$ cat config.mk
export PLATFORM = sky130hd
export DESIGN_NAME = gpio_input_debounce
export DESIGN_NICKNAME = d
export VERILOG_FILES = /design/src/rtl/gpio_input_debounce_pkg.sv /design/src/rtl/gpio_input_debounce_bit.sv /design/src/rtl/gpio_input_debounce.sv
export SDC_FILE = /design/constraint.sdc
export NUM_CORES = 1
export LEC_CHECK = 0
export BUFFER_PORTS_ARGS = -buffer_cell sky130_fd_sc_hd__buf_2
export CELL_PAD_IN_SITES_DETAIL_PLACEMENT = 1
export CELL_PAD_IN_SITES_GLOBAL_PLACEMENT = 1
export CORE_UTILIZATION = 49
export DETAILED_ROUTE_END_ITERATION = 8
export GPL_ROUTABILITY_DRIVEN = 0
export PLACE_DENSITY_LB_ADDON = 0.08
export SYNTH_ARGS = -nofsm -noshare
export SYNTH_HDL_FRONTEND = slang
export SYNTH_SLANG_ARGS = --single-unit
$ cat constraint.sdc
create_clock -name clk -period 4.2 [get_ports clk]
set_input_delay 0.42 -clock clk [delete_from_list [all_inputs] [get_ports clk]]
set_output_delay 0.42 -clock clk [all_outputs]
set_load 0.01 [all_outputs]
$ cat src/rtl/gpio_input_debounce_pkg.sv
// gpio_input_debounce_pkg
//   Shared constants for the board GPIO input conditioning path: default
//   debounce timing, board input width and the position of each button and
//   switch inside the conditioned vector {dir_btns[4:0], gpio_sws[7:0]}.
//   No ports; imported by gpio_input_debounce and gpio_input_debounce_bit.
package gpio_input_debounce_pkg;

   localparam int GPIO_WIDTH       = 13;
   localparam int DEF_TICK_CYCLES  = 50000;   // 1 ms at 50 MHz
   localparam int DEF_STABLE_TICKS = 10;

   // Switches occupy the low byte, direction buttons the top five bits.
   localparam int SW_LSB_IDX = 0;
   localparam int SW_MSB_IDX = 7;
   localparam int BTN_W_IDX  = 8;
   localparam int BTN_S_IDX  = 9;
   localparam int BTN_N_IDX  = 10;
   localparam int BTN_E_IDX  = 11;
   localparam int BTN_C_IDX  = 12;

   // Width needed to hold 0..stable_ticks inclusive, never less than 1 bit.
   function automatic int stable_cnt_width(input int stable_ticks);
      int w;
      w = $clog2(stable_ticks + 1);
      return (w < 1) ? 1 : w;
   endfunction

endpackage

$ cat src/rtl/gpio_input_debounce_bit.sv
// gpio_input_debounce_bit
//   One conditioned input: 2-flop synchronizer, tick-gated stability counter,
//   debounced level flop and registered one-cycle rise/fall pulses.
// Ports
//   clk        in   CPU clock
//   reset_n    in   asynchronous reset, active-low
//   raw        in   asynchronous pad input
//   tick       in   shared debounce tick (one clk cycle wide)
//   db         out  debounced level
//   rise       out  one-cycle pulse, the cycle after db goes 0->1
//   fall       out  one-cycle pulse, the cycle after db goes 1->0
module gpio_input_debounce_bit
   import gpio_input_debounce_pkg::*;
#(
   parameter int   STABLE_TICKS = DEF_STABLE_TICKS,
   parameter logic RESET_VAL    = 1'b0
) (
   input  logic clk,
   input  logic reset_n,
   input  logic raw,
   input  logic tick,
   output logic db,
   output logic rise,
   output logic fall
);

   localparam int CNT_W = stable_cnt_width(STABLE_TICKS);
   localparam logic [CNT_W-1:0] CNT_LAST = CNT_W'(STABLE_TICKS - 1);

   logic             s1;
   logic             s2;
   logic             db_d;
   logic [CNT_W-1:0] cnt;

   // db_d resets to the same value as db so reset never looks like an edge.
   always_ff @(posedge clk or negedge reset_n) begin
      if (!reset_n) begin
         s1   <= RESET_VAL;
         s2   <= RESET_VAL;
         db   <= RESET_VAL;
         db_d <= RESET_VAL;
         cnt  <= '0;
         rise <= 1'b0;
         fall <= 1'b0;
      end else begin
         s1   <= raw;
         s2   <= s1;
         db_d <= db;
         rise <= db & ~db_d;
         fall <= ~db & db_d;
         if (s2 == db) begin
            cnt <= '0;
         end else if (tick) begin
            if (cnt == CNT_LAST) begin
               db  <= ~db;
               cnt <= '0;
            end else begin
               cnt <= cnt + CNT_W'(1);
            end
         end
      end
   end

endmodule

$ cat src/rtl/gpio_input_debounce.sv
// gpio_input_debounce
//   Conditions the board buttons and DIP switches before they reach the CPU
//   gpioA_in port. Holds the shared debounce prescaler and the sticky,
//   maskable change-interrupt; per-bit conditioning lives in
//   gpio_input_debounce_bit.
// Ports
//   clk          in   CPU clock (50 MHz)
//   reset_n      in   asynchronous reset, active-low
//   raw_in       in   WIDTH asynchronous pad inputs
//   db_out       out  WIDTH debounced levels (drive gpioA_in)
//   rise_pulse   out  WIDTH one-cycle 0->1 pulses
//   fall_pulse   out  WIDTH one-cycle 1->0 pulses
//   irq_mask     in   WIDTH edge enables for the pending flags
//   irq_clear    in   WIDTH write-one-to-clear for the pending flags
//   irq_pending  out  WIDTH sticky edge flags
//   irq          out  registered OR of irq_pending
module gpio_input_debounce
   import gpio_input_debounce_pkg::*;
#(
   parameter int               WIDTH        = GPIO_WIDTH,
   parameter int               TICK_CYCLES  = DEF_TICK_CYCLES,
   parameter int               STABLE_TICKS = DEF_STABLE_TICKS,
   parameter logic [WIDTH-1:0] RESET_VAL    = '0
) (
   input  logic             clk,
   input  logic             reset_n,
   input  logic [WIDTH-1:0] raw_in,
   output logic [WIDTH-1:0] db_out,
   output logic [WIDTH-1:0] rise_pulse,
   output logic [WIDTH-1:0] fall_pulse,
   input  logic [WIDTH-1:0] irq_mask,
   input  logic [WIDTH-1:0] irq_clear,
   output logic [WIDTH-1:0] irq_pending,
   output logic             irq
);

   localparam int PRE_W = (TICK_CYCLES > 1) ? $clog2(TICK_CYCLES) : 1;
   localparam logic [PRE_W-1:0] PRE_LAST = PRE_W'(TICK_CYCLES - 1);

   logic [PRE_W-1:0] pre_cnt;
   logic             tick;
   logic [WIDTH-1:0] edge_hit;

   assign tick = (pre_cnt == PRE_LAST);

   always_ff @(posedge clk or negedge reset_n) begin
      if (!reset_n) begin
         pre_cnt <= '0;
      end else if (tick) begin
         pre_cnt <= '0;
      end else begin
         pre_cnt <= pre_cnt + PRE_W'(1);
      end
   end

   for (genvar i = 0; i < WIDTH; i++) begin : g_bit
      gpio_input_debounce_bit #(
         .STABLE_TICKS (STABLE_TICKS),
         .RESET_VAL    (RESET_VAL[i])
      ) u_bit (
         .clk     (clk),
         .reset_n (reset_n),
         .raw     (raw_in[i]),
         .tick    (tick),
         .db      (db_out[i]),
         .rise    (rise_pulse[i]),
         .fall    (fall_pulse[i])
      );
   end

   assign edge_hit = (rise_pulse | fall_pulse) & irq_mask;

   // A new edge in the same cycle as a clear keeps the flag set so no event
   // is lost between software reading and acknowledging it.
   always_ff @(posedge clk or negedge reset_n) begin
      if (!reset_n) begin
         irq_pending <= '0;
         irq         <= 1'b0;
      end else begin
         irq_pending <= (irq_pending & ~irq_clear) | edge_hit;
         irq         <= |irq_pending;
      end
   end

endmodule
==> results.md <==
- Outcome: finished, final reports clean
- Final setup fails: 0
- Part of the power in combinational logic: 1.9%
- Row cnt: 43
- Distinct cell type count of the synthesized netlist: 32
- Area delta synth->final: 14.54%
- First-pass GRT wire length: 24.25 mm
- Sequential area share after synthesis: between 50% and 60%
- Clock-pin slew on the worst setup and hold paths: 0.06 ns
- Max Slew Vio Count: 0
- GRT overflow: 0
- Post-CTS Repair Setup Buffers: 0
- TritonCTS Buffers: 17
- Clock latency on the worst-skew pair: 0.42 ns
- RSZ-0062 raised after global routing: false
- Antenna-violating nets left: 0
- Avg Inst Size Synth: 10.85 µm²
- Hold crit path type: primary input to async pin
- Most frequent cells in the layout: 160 x dfrtp_1, 92 x buf_2, 66 x nand2_1
- Post-DP Area: 0.007351 mm²
- Switching Power: 645.3 µW
- Via density: 5.360
- CTS tree: done
- Remaining DRCs: 0
- # diodes: 0
- Post-synth EDFFs: 0
- Clock Power Share: 50.8%
- Cells after Synth: 643
- Layout cells sized above 1: 19.64%
- Setup WS post-layout: 1.425 ns
- LEAKAGE: approximately 0.0038 µW
- Sw Ratio: between 10% and 20%
- Clk sinks: 160
- Final Hold Vio Count: 0
- Seq pwr share: around 47%
- Layout Skew: 0.004729 ns
- Final Cell Area: between 0.007 and 0.008 mm²
- Period utilization: 66.06%
- Ys Warns: 0
- Number of I/O port buffers: between 90 and 100
- GRT Overall Usage: 21.53%
- Routed len/inst: 16.24 µm
- Initial antenna violation count: 0
- Final #Nets: between 700 and 800
- WP data required: 4.54 ns
- Critical path class: flop to flop
- Max clock buf depth: 2
- Starting density of the core: 50.28%
- Mapped Area: 0.006979 mm²
- Core area: 0.01388 mm²
- Rel. slew slack: 40.96%
- Critical path peak fanout: between 100 and 150
- Drt pass-1 iters: 4
- H-tree depth: 4
- VDD IR max: a little over 0.3 mV
- Max-cap violations: 0
- Worst slew pin tran: ~0.9 ns
- CP Launch Type: flop
- Arr. time, crit path: 3.11 ns
- Largest net degree at the start of global routing: 102
- Hold_buf cts: 0
- Root Driver: clkbuf_16
- Peak Freq: 360.4 MHz
- DR iter-0 viols: 275
- DP Worst Slack: 1.420 ns
- Via count: 4813
- PostCTS Resize Cnt: 0
- Die height: ~120 µm
- Die ar.: 0.01472 mm²
- Fin Setup TNS: 0 ns
- Die Wd: between 100 and 150 µm
- Power Internal: 2653 µW
- Post-synth top flop: dfrtp_1
- Vias in the first global route: 5008
- I/O pins: 94
- DP HPWL: around 10 mm
- Syn_nets: between 700 and 800
- Most common cell after layout, fill and taps aside: dfrtp_1
- Drt total wl: 14.59 mm
- Power Density: ~410 mW/mm²
- Worst Setup End Kind: flop
- Synth Register Bits: 160
- FFs w/ async S/R, synth: 100.0%
- Min Tclk post-route: 2.775 ns
==> power groups by stage <==
stage	registers (µW)	logic (µW)	clock network [µW]
2_1_floorplan	1590	9.67	0
3_3_place_gp	1590	61.8	0
3_5_place_dp	1590	65.2	0
4_1_cts	1560	65.4	1710
5_1_grt	1560	72.5	1770
6_report	1560	61.8	1680
==> cells by family after synthesis <==
family / Yosys count / share of synthesized area (%)
AO/OA/AOI/OAI: 108 / 8.265
adder cells (fa/ha/maj): 27 / 4.840
XOR/XNOR: 26 / 3.263
AND/OR/NAND/NOR: 217 / 16.91
multiplexers: 13 / 2.098
flip-flops: 160 / 57.37
buffers and inverters: 92 / 7.261
==> synth_stat cells, types with 13 or more instances <==
| master | instances | area [µm²] |
|---|---|---|
| nand3_1 | 16 | 80.08 |
| or4b_1 | 13 | 130.1 |
| inv_1 | 40 | 150.1 |
| xnor2_1 | 17 | 148.9 |
| dfrtp_1 | 160 | 4004 |
| buf_4 | 39 | 292.8 |
| nor2_1 | 32 | 120.1 |
| nand2_1 | 66 | 247.7 |
| o21ai_0 | 51 | 255.2 |
| or4_1 | 13 | 97.59 |
| or3_1 | 27 | 168.9 |
| nor2b_1 | 26 | 162.7 |
| ha_1 | 27 | 337.8 |
| a21oi_1 | 40 | 200.2 |
==> metrics by stage <==
step                power, µW  std cells  hold WS, ns  util, %
finish                   3298        898      0.09199    57.59
CTS                      3341        898      0.08359    57.59
floorplan                1597        643       0.1244        -
global placement         1650        867       0.3345    52.96
global route             3407        898      0.08215    57.59
detailed placement       1654        867       0.3357    52.96
==> layer usage <==
metal	part of all wire, %	routed length [µm]	track usage (%)
met4	1.6	230	7.639
met2	51	7453	36.47
met1	45	6496	26.94
met3	2.8	408	4.840
met5	0	0	0
==> state kept, by name (all words and copies together) (netlist names) <==
name	count
g_bit.u_bit.db	13
g_bit.u_bit.rise	13
g_bit.u_bit.s1	13
g_bit.u_bit.s2	13
pre_cnt	16
g_bit.u_bit.cnt	52
g_bit.u_bit.db_d	13
irq_pending	13
g_bit.u_bit.fall	13
irq	1
==> critical path: stages, from the launching register on <==
cell     delay, ns
dfrtp_1       0.44
or4b_1        0.55
or4_4         0.86
or4b_1        0.64
a31oi_1       0.19
==> final cells by class <==
class | instances | area, µm²
clock inverter | 11 | 186.4
fill | 1516 | 5887
multi-input combinational | 391 | 2477
inverter | 40 | 150.1
sequential | 160 | 4004
timing repair buffer | 96 | 494.2
tap | 180 | 225.2
clock buffer | 20 | 456.7
==> path summary, 6_finish.rpt <==
kind                                                   from  cells past startpoint  slack [ns]                            endpoint
worst min-delay path                                reset_n                      1        0.09            irq_pending[4]$_DFF_PN0_
max in group asynchronous                           reset_n                      2        3.13  g_bit[11].u_bit.cnt[3]$_DFFE_PN0P_
worst max-delay path                  pre_cnt[13]$_DFF_PN0_                      4        1.43   g_bit[3].u_bit.cnt[3]$_DFFE_PN0P_
worst max register to register        pre_cnt[13]$_DFF_PN0_                      4        1.43   g_bit[3].u_bit.cnt[3]$_DFFE_PN0P_
worst min register to register  g_bit[1].u_bit.s1$_DFF_PN0_                      0        0.35         g_bit[1].u_bit.s2$_DFF_PN0_
min in group clk                                  raw_in[3]                      1        0.10         g_bit[3].u_bit.s1$_DFF_PN0_
Note: power is estimated with default switching activity, not from simulation.
